File: config.mk
export PLATFORM = sky130hd
export DESIGN_NAME = i2c_rx_flat
export DESIGN_NICKNAME = d
export VERILOG_FILES = /design/src/rtl/i2c_rx_if.sv /design/src/rtl/i2c_rx.sv /design/src/flat_wrapper.sv
export SDC_FILE = /design/constraint.sdc
export NUM_CORES = 1
export LEC_CHECK = 0
export ABC_CLOCK_PERIOD_IN_PS = 2400
export BUFFER_PORTS_ARGS = -buffer_cell sky130_fd_sc_hd__buf_4
export CAP_MARGIN = 20
export CORE_ASPECT_RATIO = 0.75
export CORE_MARGIN = 2
export CORE_UTILIZATION = 35
export DETAILED_ROUTE_END_ITERATION = 8
export GPL_TIMING_DRIVEN = 0
export PLACE_DENSITY_LB_ADDON = 0.08
export SLEW_MARGIN = 15
export SYNTH_ARGS = -nofsm -noshare
export SYNTH_HDL_FRONTEND = slang
export SYNTH_SLANG_ARGS = --single-unit
File: constraint.sdc
create_clock -name clk -period 2.4 [get_ports clk]
set_clock_uncertainty 0.15 [all_clocks]
set_input_delay 0.24 -clock clk [delete_from_list [all_inputs] [get_ports clk]]
set_output_delay 0.24 -clock clk [all_outputs]
set_load 0.005 [all_outputs]
File: src/rtl/i2c_rx_if.sv
// I2C bus bundle: resolved SCL/SDA levels plus the target's open-drain pull-down.
// sda_pull=1 pulls SDA to 0; sda_pull=0 releases SDA ('z', pulled up).
interface i2c_if;
    logic scl;
    logic sda;
    logic sda_pull;

    modport target (
        input  scl,
        input  sda,
        output sda_pull
    );

    modport bus (
        output scl,
        output sda,
        input  sda_pull
    );
endinterface

File: src/rtl/i2c_rx.sv
// I2C write-direction target: detects START/STOP, matches ADDR+W,
// shifts in data bytes and answers ACK/NAK by pulling SDA low.
module i2c_rx #(
    parameter logic [6:0] ADDR        = 7'h42,
    parameter int         SYNC_STAGES = 2
) (
    input  logic        clk,
    input  logic        rstn,
    i2c_if.target       i2c,
    input  logic        en,
    input  logic        nak,
    output logic [7:0]  data,
    output logic        data_en,
    output logic        addr_match,
    output logic        busy
);

    typedef enum logic [2:0] {
        S_IDLE,
        S_ADDR,
        S_ADDR_ACK,
        S_DATA,
        S_DATA_ACK,
        S_IGNORE
    } state_t;

    state_t r_state, w_state;

    logic [SYNC_STAGES-1:0] r_scl_sync, r_sda_sync;
    logic r_scl_d, r_sda_d;
    logic w_scl, w_sda;
    logic w_rise, w_fall, w_start, w_stop;

    logic [7:0] r_shift, w_shift;
    logic [2:0] r_cnt, w_cnt;
    logic       r_got, w_got;
    logic       r_pull, w_pull;
    logic [7:0] r_data, w_data;
    logic       r_data_en, w_data_en;
    logic       r_match, w_match;
    logic       r_busy, w_busy;

    assign w_scl   = r_scl_sync[SYNC_STAGES-1];
    assign w_sda   = r_sda_sync[SYNC_STAGES-1];
    assign w_rise  = w_scl & ~r_scl_d;
    assign w_fall  = ~w_scl & r_scl_d;
    assign w_start = w_scl & r_scl_d & r_sda_d & ~w_sda;
    assign w_stop  = w_scl & r_scl_d & ~r_sda_d & w_sda;

    always_ff @(posedge clk) begin
        if (!rstn) begin
            r_scl_sync <= '1;
            r_sda_sync <= '1;
            r_scl_d    <= 1'b1;
            r_sda_d    <= 1'b1;
            r_state    <= S_IDLE;
            r_shift    <= '0;
            r_cnt      <= '0;
            r_got      <= 1'b0;
            r_pull     <= 1'b0;
            r_data     <= '0;
            r_data_en  <= 1'b0;
            r_match    <= 1'b0;
            r_busy     <= 1'b0;
        end else begin
            r_scl_sync <= {r_scl_sync[SYNC_STAGES-2:0], i2c.scl};
            r_sda_sync <= {r_sda_sync[SYNC_STAGES-2:0], i2c.sda};
            r_scl_d    <= w_scl;
            r_sda_d    <= w_sda;
            r_state    <= w_state;
            r_shift    <= w_shift;
            r_cnt      <= w_cnt;
            r_got      <= w_got;
            r_pull     <= w_pull;
            r_data     <= w_data;
            r_data_en  <= w_data_en;
            r_match    <= w_match;
            r_busy     <= w_busy;
        end
    end

    always_comb begin
        w_state   = r_state;
        w_shift   = r_shift;
        w_cnt     = r_cnt;
        w_got     = r_got;
        w_pull    = r_pull;
        w_data    = r_data;
        w_data_en = 1'b0;
        w_match   = r_match;
        w_busy    = r_busy;

        if (w_rise && (r_state == S_ADDR || r_state == S_DATA)) begin
            w_shift = {r_shift[6:0], w_sda};
            w_got   = 1'b1;
        end

        if (w_start) begin
            w_pull  = 1'b0;
            w_cnt   = '0;
            w_got   = 1'b0;
            w_busy  = 1'b1;
            w_match = 1'b0;
            w_state = en ? S_ADDR : S_IDLE;
        end else if (w_stop) begin
            w_pull  = 1'b0;
            w_cnt   = '0;
            w_got   = 1'b0;
            w_busy  = 1'b0;
            w_match = 1'b0;
            w_state = S_IDLE;
        end else if (w_fall) begin
            unique case (r_state)
                S_ADDR: begin
                    // The falling edge right after START carries no bit.
                    if (r_got) begin
                        w_got = 1'b0;
                        w_cnt = r_cnt + 3'd1;
                        if (r_cnt == 3'd7) begin
                            w_cnt = '0;
                            if (en && r_shift[7:1] == ADDR && !r_shift[0]) begin
                                w_pull  = 1'b1;
                                w_match = 1'b1;
                                w_state = S_ADDR_ACK;
                            end else begin
                                w_state = S_IGNORE;
                            end
                        end
                    end
                end
                S_DATA: begin
                    if (!en) begin
                        w_pull  = 1'b0;
                        w_state = S_IGNORE;
                    end else if (r_got) begin
                        w_got = 1'b0;
                        w_cnt = r_cnt + 3'd1;
                        if (r_cnt == 3'd7) begin
                            w_cnt     = '0;
                            w_data    = r_shift;
                            w_data_en = 1'b1;
                            w_pull    = ~nak;
                            w_state   = S_DATA_ACK;
                        end
                    end
                end
                S_ADDR_ACK: begin
                    w_pull  = 1'b0;
                    w_cnt   = '0;
                    w_got   = 1'b0;
                    w_state = en ? S_DATA : S_IGNORE;
                end
                S_DATA_ACK: begin
                    w_pull  = 1'b0;
                    w_cnt   = '0;
                    w_got   = 1'b0;
                    w_state = (en && r_pull) ? S_DATA : S_IGNORE;
                end
                default: ;
            endcase
        end
    end

    // Gating with rstn lets a reset release SDA without waiting for an edge.
    assign i2c.sda_pull = r_pull & rstn;
    assign data         = r_data;
    assign data_en      = r_data_en;
    assign addr_match   = r_match;
    assign busy         = r_busy;

endmodule
File: src/flat_wrapper.sv
// flat-port wrapper written by rule: the top's interface ports become plain ports
module i2c_rx_flat 
#(
    parameter logic [6:0] ADDR        = 7'h42,
    parameter int         SYNC_STAGES = 2
)
  (clk, rstn, en, nak, data, data_en, addr_match, busy, i2c_scl, i2c_sda, i2c_sda_pull);
  i2c_if i2c_i ();
  input  logic clk;
  input  logic rstn;
  input  logic en;
  input  logic nak;
  output logic [7:0] data;
  output logic data_en;
  output logic addr_match;
  output logic busy;
  input wire logic [$bits(i2c_i.scl)-1:0] i2c_scl;
  input wire logic [$bits(i2c_i.sda)-1:0] i2c_sda;
  output wire logic [$bits(i2c_i.sda_pull)-1:0] i2c_sda_pull;
  assign i2c_i.scl = i2c_scl;
  assign i2c_i.sda = i2c_sda;
  assign i2c_sda_pull = i2c_i.sda_pull;
  i2c_rx #(.ADDR(ADDR), .SYNC_STAGES(SYNC_STAGES)) u_core (.clk(clk), .rstn(rstn), .i2c(i2c_i), .en(en), .nak(nak), .data(data), .data_en(data_en), .addr_match(addr_match), .busy(busy));
endmodule
# Yosys cells after proc, flatten, opt, wreduce, memory -nomap -nowiden
# Index checks and enable logic that the tools add are counted.
# op_classes
n_addsub	1
n_eq_ne	16
n_mux	32
bitwise	20
n_reduce_logical	18
# ops
operator	n
$mux W3	14
$mux W1	14
$reduce_and A7 Y1	2
$not A1 Y1	12
$pmux W3 S4	1
$pmux W3 S3	1
$and A1 B1 Y1	8
$eq A7 B7 Y1 const B	1
$reduce_or A7 Y1	1
$eq A3 B2 Y1 const B	2
$eq A3 B3 Y1 const B	2
$ne A2 B2 Y1 const B	3
$pmux W1 S3	2
$reduce_and A6 Y1	1
$reduce_bool A3 Y1	2
$reduce_bool A6 Y1	1
$ne A5 B2 Y1 const B	1
$ne A5 B3 Y1 const B	1
$reduce_and A5 Y1	1
$logic_and A1 B1 Y1	4
$ne A4 B1 Y1 const B	1
$ne A4 B2 Y1 const B	1
$add A3 B1 Y3 const B	1
$eq A3 B1 Y1 const B	1
other kinds (9)	9
# word_totals
regBits	33
output_inout_bits	12

# Longest topological paths before layout
# depth
ltp_word	10
ltp_mapped	7
ltp_nobuf	7

# Worst setup path before layout
# No wires, ideal clock.
# synth_timing
path_type	register to register
from	register u_core.r_cnt[0]
to	register u_core.r_state[1]
setup_time_ns	0.122
t_arrival_ns	1.626
required_ns	2.128
path_slack_ns	0.501
stages_incl_launch_ff	8
path_buffers	0
period_less_slack_ns	1.899
cell_sequence	dfxtp_1 -> ha_1 -> ha_1 -> nand2_1 -> o22a_1 -> a21oi_4 -> or3b_1 -> nor3b_2
# synth_between
elab_chain_cells	3
elab_cells_between_ends	4
classes_between	3 x eq/ne; 1 x reduce/logical
# synth_rtl
item	line_no	rtl
from (decl)	i2c_rx.sv:35	logic [2:0] r_cnt, w_cnt;
from (signal assigned)	i2c_rx.sv:72	r_cnt <= w_cnt;
$eq A3 B3 Y1 *	i2c_rx.sv:119, i2c_rx.sv:138	
$ne A5 B3 Y1 (no source line) or $ne A4 B2 Y1 (tied branches)	n/a	
$reduce_and A6 Y1 (no source line) *	n/a	
to (signal assigned)	i2c_rx.sv:70	r_state <= w_state;
to (decl)	i2c_rx.sv:27	state_t r_state, w_state;
# Every way passes the cells marked *; elsewhere a longest branch is shown, timed or not.
# A chain may end at the register's enable or synchronous reset.

# Final worst setup path
# Same ends and word-level chain as after synthesis.

==> impl_table.tex <==
\begin{tabular}{lr}
\hline
Metric & Value \\
\hline
\multicolumn{2}{l}{\textbf{Routing}} \\
\quad Detail-routed via count per cell & 4.94 \\
\quad 1st-iter DRT viols & 36 \\
\quad Count of nets left with antenna violations after detail routing & 0 \\
\quad Count of vias placed by the detailed router & 1127 \\
\quad Per-cell routed wire length & 12.8 um \\
\quad DRC violations left & 0 \\
\quad Detailed-router iteration count before antenna repair & 4 \\
\quad Final WL & 2.92 mm \\
\multicolumn{2}{l}{\textbf{Synth}} \\
\quad Primary FF master, synth & dfxtp\_1 \\
\quad Sequential area share after synthesis & 0.466 \\
\quad Avg Synthesized Cell Area & 9.51 um\^{}2 \\
\quad Synth area leaders & dfxtp\_1 (47\%), mux2i\_1 (6.4\%), nand2\_1 (5.3\%) \\
\quad Count of flip-flops with a built-in enable after synthesis & 0 \\
\quad Synth Net Count & 157 \\
\quad Area share of the largest cell type after synthesis & 0.466 \\
\quad Cells after synthesis & 149 \\
\quad Number of distinct library cells after synthesis & 38 \\
\quad Proportion of synthesized flip-flops having asynchronous set or reset & 0 \\
\quad Most frequent cell after synthesis & dfxtp\_1 \\
\quad Most instantiated cells after synthesis & dfxtp\_1 (33), nand2\_1 (20), nand2b\_1 (11) \\
\quad Leading area contributor after synthesis & dfxtp\_1 \\
\quad Synthesis-stage register bit count & 33 \\
\quad Synth warn & 0 \\
\quad Netlist Area Pre-Place & 1420 um\^{}2 \\
\multicolumn{2}{l}{\textbf{Run status}} \\
\quad Result of the run & completed \\
\multicolumn{2}{l}{\textbf{Worst setup path}} \\
\quad Required time at the endpoint of the critical path & 2.42 ns \\
\quad Delay of the slowest critical-path stage & 0.39 ns \\
\quad Series of cell instances along the critical path & ha\_1 > ha\_1 > nand2\_1 > o22a\_1 > a21oi\_4 > or3b\_1 > nor3b\_2 \\
\quad Type of element capturing the critical path & flop \\
\quad Critical path data arrival time & 2.09 ns \\
\quad Cell with the largest stage delay on the worst path & or3b\_1 \\
\quad Critical Path Most Common Cell & ha\_1 \\
\quad Peak fanout along the critical path & 6 \\
\quad Nature of the critical path startpoint & flop \\
\quad Crit Path Category & reg -> reg \\
\multicolumn{2}{l}{\textbf{Clock tree}} \\
\quad Hold Buf Count CTS & 2 \\
\quad Maximum clock path buffer count & 2 \\
\quad Clock net sink count & 33 \\
\quad Root buffer cell & clkbuf\_8 \\
\quad Clock latency of the later-clocked register in the worst-skew pair & 0.28 ns \\
\quad Total CTS buffers & 5 \\
\quad Count of buffers added by post-CTS timing repair for setup & 0 \\
\quad Count of H-tree levels built during CTS & 2 \\
\quad TritonCTS clock tree & done \\
\quad Clock-pin slew reported for the worst setup and hold paths after clock tree synthesis & 0.07 ns \\
\quad Post-CTS Resized & 0 \\
\multicolumn{2}{l}{\textbf{Global routing}} \\
\quad Global routing usage summed across all routing layers & 0.140 \\
\quad Met3 global-route usage & 0.0488 \\
\quad Initial antenna violation count & 0 \\
\quad Number of global-route vias before repair & 1109 \\
\quad Met2 layer usage reported by global route & 0.222 \\
\quad Total grt overflow & 0 \\
\quad First-pass GRT wire length & 5.00 mm \\
\quad Layer with the highest usage & met2 \\
\quad Met1 track demand over resource & 0.178 \\
\quad Pin count of the biggest net entering global routing & 12 \\
\multicolumn{2}{l}{\textbf{STA}} \\
\quad Final worst path period share & 0.864 \\
\quad Headroom to the max-slew limit & 0.626 \\
\quad Transition time at the pin with the least slew margin & 0.559 ns \\
\quad Number of setup violations in the final report & 0 \\
\quad Maximum clock rate & 482 MHz \\
\quad Unrepaired setup endpoints after global routing & false \\
\quad Count of final max-slew check failures & 0 \\
\quad Post-route setup TNS & 0 ns \\
\quad Endpoints failing hold & 0 \\
\quad Post-route minimum period & 2.07 ns \\
\multicolumn{2}{l}{\textbf{Finish}} \\
\quad Number of nets in the finished design & 183 \\
\quad Area Growth Syn to Fin & 21.1\% \\
\quad Fin area & 1720 um\^{}2 \\
\quad Fillers & 366 \\
\quad Diode count & 0 \\
\quad Proportion of layout cells with a drive suffix above 1 & 0.193 \\
\multicolumn{2}{l}{\textbf{Power and ir drop}} \\
\quad Reported leakage power & 0.618 nW \\
\quad Pwr Density & 592 nW/um\^{}2 \\
\quad Peak supply drop & 0.000450 V \\
\multicolumn{2}{l}{\textbf{Place}} \\
\quad Number of buffers added on ports & 17 \\
\quad Routability cong. & 0.818 \\
\quad Post-DP Area & 1610 um\^{}2 \\
\quad Post-detail-place hpwl & 2.13 mm \\
\multicolumn{2}{l}{\textbf{Floorplan}} \\
\quad Die Area & 4580 um\^{}2 \\
\quad Io pins & 18 \\
\quad Number of cell rows & 19 \\
\quad Die Span Y & 59.1 um \\
\quad Area of the core & 3780 um\^{}2 \\
\quad X dimension of the die & 77.5 um \\
\quad Initial core utilization & 0.375 \\
\multicolumn{2}{l}{\textbf{Worst hold path}} \\
\quad Classification of the worst-slack hold path & in -> reg \\
\multicolumn{2}{l}{\textbf{Job}} \\
\quad MaxCap Viol Count & 0 \\
\hline
\end{tabular}
[flip-flops by register name, summed over array words and instances, names as in the netlist]
signal and cells:
u_core.r_scl_sync 2, u_core.r_state 3, u_core.r_cnt 3, u_core.busy 1, u_core.r_pull 1, u_core.r_sda_d 1, u_core.addr_match 1, u_core.r_sda_sync 2
u_core.data_en 1, u_core.data 8, u_core.r_got 1, u_core.r_scl_d 1, u_core.r_shift 8
[report_power, final]
group          internal [W]  switching [W]  leakage [nW]
sequential         0.000554     0.00000652         0.267
clock              0.000200       0.000205        0.0439
combinational     0.0000246      0.0000249         0.307
total              0.000778       0.000237         0.618
[metrics by stage]
stage | std cells | power (W) | setup slack (ns) | utilization | hold slack, ns
CTS | 228 | 0.00103 | 0.313 | 0.454 | 0.0365
floorplan | 149 | 0.000601 | 0.501 | - | 0.163
global route | 228 | 0.00106 | 0.149 | 0.454 | 0.0404
finish | 228 | 0.00101 | 0.327 | 0.454 | 0.0410
detailed placement | 218 | 0.000620 | 0.338 | 0.426 | 0.243
global placement | 218 | 0.000619 | 0.358 | 0.426 | 0.240
[metal layers]
metal,part of all wire,wire (um),vias to the layer above
li1,-,-,570
met1,0.51,1500,524
met2,0.43,1240,28
met3,0.048,141,5
met4,0.012,35,0
met5,0,0,-
[cell usage in the layout (no fill, tap or decap), drive strengths merged, types with 8 or more instances in the layout]
master and instances:
a21boi 8, a21oi 8, buf 18, clkbuf 8, dfxtp 33, mux2i 9, nand2 20, nand2b 12
nor2b 10
[final cells by class]
cell class              instances  area (um^2)  share of cell area
clock inverters                 3         17.5              0.0102
well taps                      52         65.1              0.0379
multi-input cells             111          733               0.427
flip-flops and latches         33          661               0.385
repair buffers                 19          148              0.0861
plain buffers                   4         18.8              0.0109
clock buffers                   5         68.8              0.0401
inverters                       1         3.75             0.00219
[kinds of logic (layout without fill, tap and decap cells)]
group	count (synthesis)	count (layout)	synth area share
fa+ha+maj	2	2	0.0177
mux	9	9	0.0636
compound gates	28	28	0.142
simple gates	71	71	0.288
buf+inv	5	32	0.0159
xor+xnor	1	1	0.00618
flops	33	33	0.466
[critical path, delay by kind of cell (launching register included)]
kind	cells	cell delay (ns)
flops	1	0.36
compound gates	2	0.46
simple gates	3	0.65
fa+ha+maj	2	0.34
[worst paths after layout]
kind                     endpoint                  from  slack (ns)  depth (start not counted)
max             u_core.r_state[1]       u_core.r_cnt[0]        0.33                          7
min          u_core.r_scl_sync[1]                  rstn        0.04                          2
max reg2reg     u_core.r_state[1]       u_core.r_cnt[0]        0.33                          7
min reg2reg  u_core.r_sda_sync[1]  u_core.r_sda_sync[0]        0.26                          1
No activity file was read; power rests on OpenSTA's default activity.
